[config.mk]
export PLATFORM = sky130hd
export DESIGN_NAME = cache_arbiter
export DESIGN_NICKNAME = d
export VERILOG_FILES = /design/src/rtl/cache_arbiter.sv
export SDC_FILE = /design/constraint.sdc
export NUM_CORES = 1
export LEC_CHECK = 0
export ABC_AREA = 1
export BUFFER_PORTS_ARGS = -buffer_cell sky130_fd_sc_hd__buf_2
export CAP_MARGIN = 20
export CELL_PAD_IN_SITES_DETAIL_PLACEMENT = 0
export CELL_PAD_IN_SITES_GLOBAL_PLACEMENT = 1
export CORE_AREA = 2 2 268 270
export CTS_CLUSTER_DIAMETER = 120
export DETAILED_ROUTE_END_ITERATION = 10
export DIE_AREA = 0 0 270 272
export PLACE_DENSITY_LB_ADDON = 0.2
export SLEW_MARGIN = 10
export SYNTH_ARGS = -nofsm -noshare
export SYNTH_HDL_FRONTEND = slang
export SYNTH_SLANG_ARGS = --single-unit
[constraint.sdc]
create_clock -name clk -period 6.58 [get_ports clk]
set_input_delay 1.316 -clock clk [delete_from_list [all_inputs] [get_ports clk]]
set_output_delay 1.316 -clock clk [all_outputs]
set_load 0.01 [all_outputs]
[src/rtl/cache_arbiter.sv]
// Single-port line arbiter between the LC-3b I-cache and D-cache.
// Define CACHE_ARB_ROUND_ROBIN_EN for alternating tie-break; default gives D fixed priority.
module cache_arbiter #(
  parameter int ADDR_WIDTH = 16,
  parameter int LINE_WIDTH = 128
) (
  input  logic                  clk,
  input  logic                  reset,
  input  logic                  i_mem_read,
  input  logic [ADDR_WIDTH-1:0] i_mem_address,
  output logic [LINE_WIDTH-1:0] i_mem_rdata,
  output logic                  i_mem_resp,
  input  logic                  d_mem_read,
  input  logic                  d_mem_write,
  input  logic [ADDR_WIDTH-1:0] d_mem_address,
  input  logic [LINE_WIDTH-1:0] d_mem_wdata,
  output logic [LINE_WIDTH-1:0] d_mem_rdata,
  output logic                  d_mem_resp,
  output logic                  pmem_read,
  output logic                  pmem_write,
  output logic [ADDR_WIDTH-1:0] pmem_address,
  output logic [LINE_WIDTH-1:0] pmem_wdata,
  input  logic [LINE_WIDTH-1:0] pmem_rdata,
  input  logic                  pmem_resp
);

  localparam logic [1:0] S_IDLE    = 2'd0;
  localparam logic [1:0] S_SERVE_I = 2'd1;
  localparam logic [1:0] S_SERVE_D = 2'd2;

  logic [1:0]            state_q, state_d;
  logic [ADDR_WIDTH-1:0] addr_q, addr_d;
  logic [1:0]            op_q, op_d;
  logic [LINE_WIDTH-1:0] wdata_q, wdata_d;

  logic i_req, d_req, tie_to_d, grant_d, grant_i;

  assign i_req = i_mem_read;
  assign d_req = d_mem_read | d_mem_write;

`ifdef CACHE_ARB_ROUND_ROBIN_EN
  logic last_d_q, last_d_d;

  assign tie_to_d = ~last_d_q;

  always_comb begin
    last_d_d = last_d_q;
    if (grant_d)
      last_d_d = 1'b1;
    else if (grant_i)
      last_d_d = 1'b0;
  end

  always_ff @(posedge clk or posedge reset) begin
    if (reset)
      last_d_q <= 1'b1;
    else
      last_d_q <= last_d_d;
  end
`else
  assign tie_to_d = 1'b1;
`endif

  assign grant_d = (state_q == S_IDLE) & d_req
                 & (~i_req | tie_to_d);
  assign grant_i = (state_q == S_IDLE) & i_req & ~grant_d;

  always_comb begin
    state_d = state_q;
    addr_d  = addr_q;
    op_d    = op_q;
    wdata_d = wdata_q;
    unique case (state_q)
      S_IDLE: begin
        if (grant_d) begin
          state_d = S_SERVE_D;
          addr_d  = d_mem_address;
          // Write wins when both D strobes are raised.
          op_d    = {~d_mem_write, d_mem_write};
          if (d_mem_write)
            wdata_d = d_mem_wdata;
        end else if (grant_i) begin
          state_d = S_SERVE_I;
          addr_d  = i_mem_address;
          op_d    = 2'b10;
        end
      end
      S_SERVE_I, S_SERVE_D: begin
        if (pmem_resp)
          state_d = S_IDLE;
      end
      default: state_d = S_IDLE;
    endcase
  end

  always_ff @(posedge clk or posedge reset) begin
    if (reset) begin
      state_q <= S_IDLE;
      addr_q  <= '0;
      op_q    <= 2'b00;
      wdata_q <= '0;
    end else begin
      state_q <= state_d;
      addr_q  <= addr_d;
      op_q    <= op_d;
      wdata_q <= wdata_d;
    end
  end

  logic serving;
  assign serving = (state_q != S_IDLE);

  assign pmem_read    = serving & op_q[1];
  assign pmem_write   = serving & op_q[0];
  assign pmem_address = addr_q;
  assign pmem_wdata   = wdata_q;

  assign i_mem_resp  = (state_q == S_SERVE_I) & pmem_resp;
  assign d_mem_resp  = (state_q == S_SERVE_D) & pmem_resp;
  assign i_mem_rdata = pmem_rdata;
  assign d_mem_rdata = pmem_rdata;

endmodule

Yosys cells after proc, flatten, opt, wreduce, memory -nomap -nowiden. Cells that the tools add are included.

Bits in registers: 148. Latch bits: 0. RAM bits: 0. Memory bits (read-only): 0. Word-level logic and storage cells: 33. Memories: 0.

Add/subtract/negate cells: 0. $mul: 0. Divide/modulo/power cells: 0. Magnitude comparators: 0. Equal/unequal tests: 4. Shifts and indexed selects: 0. Multiplexer cells: 8. Bitwise gates (word level): 10. Reduce and logical (&&, ||, !) cells: 7.

Operators by type and width (number): $mux W16 (2); $mux W2 (5); $and A1 B1 Y1 (7); $pmux W2 S2 (1); $reduce_and A2 Y1 (2); $reduce_bool A2 Y1 (2); $ne A3 B3 Y1 const B (1); $reduce_and A3 Y1 (1); $eq A2 B1 Y1 const B (1); $eq A2 B2 Y1 const B (1); $logic_not A2 Y1 (1); $ne A2 B2 Y1 const B (1); $not A1 Y1 (2); $reduce_or A2 Y1 (1); $or A1 B1 Y1 (1).

Depth between registers and ports, before layout. Gate-level depths: netlist of run 1.

Depth in word-level cells: 7. Gate-level depth with buffers: 8. Gate-level depth less buffers: 7.

Worst setup path after synthesis of run 1. Ideal clock, no wire load.

Path kind: in2out. From: input port pmem_rdata[0]. To: output port d_mem_rdata[0]. Arrival: 1.435 ns. Required time: 5.264 ns. Path slack: 3.829 ns. Cell stages on the path: 1. Path through: buf_4.

RTL lines: start: declaration (line 23) `input logic [LINE_WIDTH-1:0] pmem_rdata,`; end: declaration (line 17) `output logic [LINE_WIDTH-1:0] d_mem_rdata,`.

No word-level cell between the ends.

Final worst setup path of run 1.
From: register state_q[0]. To: output port pmem_write.

Longest elaborated chain between the ends: 2.

RTL lines: start: declaration (line 31) `logic [1:0] state_q, state_d;`; start signal: assignment (line 103) `state_q <= state_d;`; $reduce_bool A2 Y1 (line 111) `assign serving = (state_q != S_IDLE);`; $and A1 B1 Y1 (line 114) `assign pmem_write = serving & op_q[0];`; end: declaration (line 20) `output logic pmem_write,`.

No other way between the ends.

==> key figures, run 1 <==
Pwr
  • Switch share: 0.399
  • Pint: 0.00257 W
  • Clk pwr share: 0.247
  • Sequential Power Share: 0.364
  • Comb power frac: 0.389
  • P_sw: ~0.0017 W
  • Leakage: 5.19 nW
  • Power density cells: 454 nW/µm²
  • VDD IR max: 0.179 mV

Timing
  • RSZ-0062 raised after global routing: no
  • WHS: 0.476 ns
  • Setup tns final: 0 ns
  • Fmax: 332 MHz
  • Clock skew: 0.0152 ns
  • Fin. max-slew vios: 0
  • Worst-Margin Slew: 0.979 ns
  • Final setup viols: 0
  • Final hold vios: 0
  • Rel. slew slack: 0.347
  • Minimum clock period: 3.01 ns
  • Tcrit/Tclk final: 0.458

Floorplan
  • Die area: 73400 µm²
  • I/O Pins: ~700
  • Die X-Extent: 270 µm
  • Num rows: 98
  • Starting Density: 0.114
  • Die H: about 270 µm
  • Core area: roughly 71000 µm²

CTS
  • CTS Root Cell: clkbuf_16
  • Clock latency on the worst-skew pair: approximately 0.47 ns
  • CTS resizes: 0
  • Clock sinks: roughly 150
  • H-tree Lvls: 4
  • Clock transition at the registers of the reported paths: around 0.07 ns
  • Inserted Clock Buffers: 17
  • CTS tree: done
  • Cts hold-fix bufs: 0
  • Bufs on Longest Clock Path: 2
  • Post-CTS setup buffer count: 0

Job
  • MaxCap Viol Count: 0

Layout
  • Share of layout cells above drive strength 1: 0.343
  • Most frequent cells in the layout: buf_2, nand2_1, inv_1
  • Design Area, Final: 9430 µm²
  • Nets: about 1.3k
  • Commonest non-fill, non-tap cell in the layout: buf_2
  • Layout area overhead: 16.5%
  • Final Util: 0.133
  • Non-filler cells, final: 1985

Critical path
  • Worst Path Class, Setup: reg2out
  • CP max stage delay: 0.46 ns
  • Critical path launch point type: flop
  • FF-to-FF Start: state_q[0]$_DFFE_PP0P_
  • Buf+Inv Stages, Crit Path: 2
  • Required @ worst endpoint: 5.26 ns
  • Reg2Reg Depth: 6
  • Worst Setup SP: state_q[0]$_DFFE_PP0P_
  • Crit path max-delay cell type: ha_1
  • R2r setup slk: 4.33 ns
  • Max FO, Critical Path: 8
  • CP Cell Sequence: inv_1, ha_1, nor2_1, buf_2
  • Worst path arrival time: 1.70 ns
  • CP Capture Type: output pin
  • R2r endpoint: pmem_wdata[18]$_DFFE_PP0P_
  • Family with the most delay on the worst path: adder cells

Hold path
  • Worst hold path class: reg2reg
  • Worst Hold End: op_q[0]$_DFFE_PP0P_
  • Min-Delay Path Depth: 2
  • Worst Hold Launch: op_q[0]$_DFFE_PP0P_

Drt
  • DRT Wirelength: approximately 26 mm
  • Initial DRC count: 230
  • First-pass DRT Iterations: 4
  • Drt drc: 0
  • Routed wire per std cell: 13.3 µm
  • Via/cell ratio: ~2.9
  • Via count: 5705
  • Routed Antenna Nets: 0

Status
  • Status: complete, no violations

Synth
  • Syn Area/Cell: a little over 8 µm²
  • Sequential fraction of the synthesis area: 0.458
  • Post-synthesis cell area: between 8000 and 9000 µm²
  • Synth unique cells: 18
  • Ys Warns: 0
  • #FFs+latches synth: 148
  • Post-Syn Nets: between 1k and 1.5k
  • Syn Inst Count: 976

Global route
  • Met1 Track Usage GR: 0.0808
  • Vias in the first global route: 5901
  • GRT Max-Usage Layer: met2
  • Total GRT Usage: 0.0730
  • Met2 GRT Util: 0.109
  • Total global routing overflow: 0
  • Initial antenna violation count: 3
  • Largest net degree at the start of global routing: roughly 160
  • First-pass GRT wire length: about 39 mm
  • GR Util met3: 0.0350

Placed design
  • Port Buffers: 313
  • Post-DP Area: 8820 µm²
  • Placed Cells: just under 2k
  • Final GP Congestion: 0.675
  • DP HPWL: just under 20 mm
==> kinds of logic after synthesis <==
group                    Yosys count  synth area share
AO/OA/AOI/OAI                    132            0.0849
adder cells (fa/ha/maj)            4           0.00618
AND/OR/NAND/NOR                  229             0.112
buffers and inverters            463             0.339
flip-flops                       148             0.458
==> per-layer routing <==
layer,up-vias,part of all wire
li1,2775,-
met1,2509,0.40
met2,316,0.45
met3,99,0.097
met4,6,0.051
met5,-,0.0017
==> power groups by stage <==
stage | combinational (W) | clock [W] | sequential (W)
CTS | 0.00173 | 0.00114 | 0.00157
global route | 0.00190 | 0.00116 | 0.00163
floorplan | 0.000910 | 0 | 0.00177
detailed placement | 0.00173 | 0 | 0.00158
finish | 0.00166 | 0.00106 | 0.00156
global placement | 0.00172 | 0 | 0.00158
==> area by class of cell <==
type | instances | area, µm²
clock buffers | 22 | 484
flip-flops and latches | 148 | 3700
clock inverters | 10 | 121
diodes | 1 | 2.50
well taps | 950 | 1190
fillers | 8243 | 61300
repair buffers | 317 | 1620
multi-input cells | 365 | 1660
inverters | 172 | 651
==> tightest hold or removal path: cells and delay by family (launching register included) <==
family / cells / cell delay [ns]
simple gates: 2 / 0.10
flops: 1 / 0.34
==> Yosys cell counts <==
cell      count  area [µm²]
nand2_1     189         709
buf_1         1        3.75
nand3_1      35         175
dfrtp_1     148        3700
nand2_2       1        6.26
o21ai_0       9        45.0
nor2_1        3        11.3
inv_2         1        3.75
clkbuf_1      2        7.51
a21oi_4       1        16.3
nand4_1       1        6.26
buf_2        30         150
inv_1       171         642
ha_1          4        50.1
o21ai_4       1        16.3
o21ai_1     120         601
o21ai_2       1        8.76
buf_4       258        1940
==> sequential cells by signal, indices dropped and copies added (netlist names) <==
signal and cells:
state_q 2, pmem_address 16, pmem_wdata 128, op_q 2
==> metrics by stage <==
stage | total power (W) | setup slack (ns)
3_3_place_gp | 0.00330 | 3.58
6_report | 0.00428 | 3.57
2_1_floorplan | 0.00268 | 1.28
3_5_place_dp | 0.00331 | 3.60
4_1_cts | 0.00444 | 3.47
5_1_grt | 0.00469 | 3.43
==> worst max-delay path by stage <==
stage | depth (start not counted) | slack (ns) | to
final | 4 | 3.57 | pmem_write
after global routing | 4 | 3.43 | pmem_read
after CTS | 4 | 3.47 | pmem_read
after detailed placement | 4 | 3.60 | i_mem_resp
after global placement | 4 | 3.58 | i_mem_resp
after floorplan | 1 | 1.28 | op_q[0]$_DFFE_PP0P_
(Power assumes the default switching activity.)
==> run 2: changes to the inputs <==
--- a/config.mk
+++ b/config.mk
@@ -10,10 +10,10 @@
 export CAP_MARGIN = 20
 export CELL_PAD_IN_SITES_DETAIL_PLACEMENT = 0
 export CELL_PAD_IN_SITES_GLOBAL_PLACEMENT = 1
-export CORE_AREA = 2 2 268 270
+export CORE_AREA = 2 2 271 273
 export CTS_CLUSTER_DIAMETER = 120
 export DETAILED_ROUTE_END_ITERATION = 10
-export DIE_AREA = 0 0 270 272
+export DIE_AREA = 0 0 273 275
 export PLACE_DENSITY_LB_ADDON = 0.2
 export SLEW_MARGIN = 10
 export SYNTH_ARGS = -nofsm -noshare
==> constraint.sdc (replaced) <==
create_clock -name clk -period 2.45 [get_ports clk]
set_input_delay 0.49 -clock clk [delete_from_list [all_inputs] [get_ports clk]]
set_output_delay 0.49 -clock clk [all_outputs]
set_load 0.01 [all_outputs]
==> key figures, run 2 (synthesized netlist as in run 1, its figures left out) <==
Floorplan
  • Starting Density: 0.112 (was 0.114)
  • Die area: 75100 µm² (was 73400 µm²)
  • Num rows: 99 (was 98)
  • I/O Pins: 698 (unchanged)
  • Die X-Extent: 273 µm (was 270 µm)
  • Core area: 72300 µm² (was 70800 µm²)
  • Die H: 275 µm (was 272 µm)

Layout
  • Share of layout cells above drive strength 1: 0.350 (was 0.343)
  • Final Util: 0.132 (was 0.133)
  • Most frequent cells in the layout: buf_2, nand2_1, inv_1 (unchanged)
  • Commonest non-fill, non-tap cell in the layout: buf_2 (unchanged)
  • Non-filler cells, final: 2004 (was 1985)
  • ANT cells: 0 (was 1)
  • Max FFs per register: 128 (unchanged)
  • Nets: 1330 (was 1319)
  • Layout area overhead: 18.1% (was 16.5%)
  • Design Area, Final: 9560 µm² (was 9430 µm²)
  • Fill cells: 8462 (was 8243)

Timing
  • Clock skew: 0.00922 ns (was 0.0152 ns)
  • Tcrit/Tclk final: 0.911
  • Setup tns final: 0 ns (unchanged)
  • Rel. slew slack: 0.412 (was 0.347)
  • Worst-Margin Slew: 0.882 ns (was 0.979 ns)
  • Final setup viols: 0 (unchanged)
  • Final WS setup: 0.217 ns (was 3.57 ns)
  • Fmax: roughly 450 MHz
  • Minimum clock period: 2.23 ns
  • RSZ-0062 raised after global routing: no (unchanged)
  • Fin. max-slew vios: 0 (unchanged)
  • Final hold vios: 0 (unchanged)

Status
  • Status: complete, no violations (unchanged)

Critical path
  • FF-to-FF Start: state_q[0]$_DFFE_PP0P_ (unchanged)
  • Max FO, Critical Path: 9 (was 8)
  • Worst Path Class, Setup: reg2out (unchanged)
  • CP Capture Type: output pin (unchanged)
  • R2r endpoint: pmem_wdata[77]$_DFFE_PP0P_ (was pmem_wdata[18]$_DFFE_PP0P_)
  • Reg2Reg Depth: 6 (unchanged)
  • R2r setup slk: 0.52 ns (was 4.33 ns)
  • Worst path arrival time: 1.74 ns (was 1.70 ns)
  • Critical path launch point type: flop (unchanged)
  • Required @ worst endpoint: 1.96 ns (was 5.26 ns)

Drt
  • Via count: 5723 (was 5705)
  • Routed wire per std cell: 12.7 µm (was 13.3 µm)
  • DRT Wirelength: 25.5 mm (was 26.4 mm)
  • Via/cell ratio: 2.86 (was 2.87)
  • Routed Antenna Nets: 0 (unchanged)
  • Initial DRC count: 181 (was 230)
  • Drt drc: 0 (unchanged)
  • First-pass DRT Iterations: 4 (unchanged)

Pwr
  • Power density cells: 1210 nW/µm² (was 454 nW/µm²)
  • VDD IR max: 0.440 mV (was 0.179 mV)
  • Leakage: 5.24 nW (was 5.19 nW)

CTS
  • CTS Root Cell: clkbuf_16 (unchanged)
  • Cts hold-fix bufs: 0 (unchanged)
  • Bufs on Longest Clock Path: 2 (unchanged)
  • CTS tree: done (unchanged)
  • Clock transition at the registers of the reported paths: 0.07 ns (about the same)
  • H-tree Lvls: 4 (unchanged)
  • Clock sinks: 148 (unchanged)
  • CTS resizes: 0 (unchanged)
  • Inserted Clock Buffers: 17 (unchanged)
  • Post-CTS setup buffer count: 0 (unchanged)
  • Clock latency on the worst-skew pair: 0.47 ns (about the same)

Global route
  • Initial antenna violation count: 3 (unchanged)
  • First-pass GRT wire length: 37.4 mm (was 39.4 mm)
  • Largest net degree at the start of global routing: 133 (was 157)
  • Vias in the first global route: 5946 (was 5901)
  • Total global routing overflow: 0 (unchanged)
  • Total GRT Usage: 0.0679 (was 0.0730)

Placed design
  • DP HPWL: 19.1 mm (was 19.3 mm)
  • Post-DP Area: 8960 µm² (was 8820 µm²)
  • Placed Cells: 1972 (was 1952)
  • Final GP Congestion: 0.669 (was 0.675)
  • Port Buffers: 313 (unchanged)
  • Placement Setup Slack: 0.541 ns (was 3.60 ns)

Job
  • MaxCap Viol Count: 0 (unchanged)

Hold path
  • Worst hold path class: in2async (was reg2reg)
run 2: per-stage QoR:
| step | hold WS [ns] | total power (W) |
|---|---|---|
| global route | 0.0800 | 0.0126 |
| global placement | 0.458 | 0.00894 |
| CTS | 0.0560 | 0.0119 |
| finish | 0.0780 | 0.0115 |
| detailed placement | 0.463 | 0.00896 |
| floorplan | 0.442 | 0.00720 |
run 2: worst max-delay path by stage:
| stage | start | end | slack (ns) |
|---|---|---|---|
| 5_1_grt | state_q[0]$_DFFE_PP0P_ | pmem_read | 0.08 |
| 3_3_place_gp | state_q[0]$_DFFE_PP0P_ | pmem_address[5]$_DFFE_PP0P_ | 0.53 |
| 2_1_floorplan | reset | op_q[0]$_DFFE_PP0P_ | 0.1 |
| 3_5_place_dp | state_q[0]$_DFFE_PP0P_ | pmem_address[1]$_DFFE_PP0P_ | 0.54 |
| 6_report | state_q[0]$_DFFE_PP0P_ | pmem_read | 0.22 |
| 4_1_cts | state_q[0]$_DFFE_PP0P_ | pmem_read | 0.12 |
run 2: final cells by class:
type,count,area (µm²),area share
inverters,172,649,0.0679
clock inverters,13,150,0.0157
repair buffers,328,1750,0.184
clock buffers,19,443,0.0463
well taps,959,1200,0.126
multi-input cells,365,1660,0.173
flip-flops and latches,148,3700,0.387
run 2: layer usage:
layer | track usage | vias to the layer above | wire length, µm
li1 | - | 2791 | -
met1 | 0.0715 | 2499 | 9700
met2 | 0.103 | 308 | 11600
met3 | 0.0352 | 119 | 2660
met4 | 0.0510 | 6 | 1420
met5 | 0.00376 | - | 65
run 2: where the power goes:
| part | switching [W] | internal, W |
|---|---|---|
| combinational | 0.00280 | 0.00176 |
| clock | 0.00125 | 0.00154 |
| sequential | 0.000572 | 0.00361 |
run 2: worst max-delay path, cell delays in order, from the launching register on:
cell	delay [ns]
dfrtp_1	0.40
inv_1	0.11
ha_1	0.45
nor2_1	0.14
buf_2	0.17
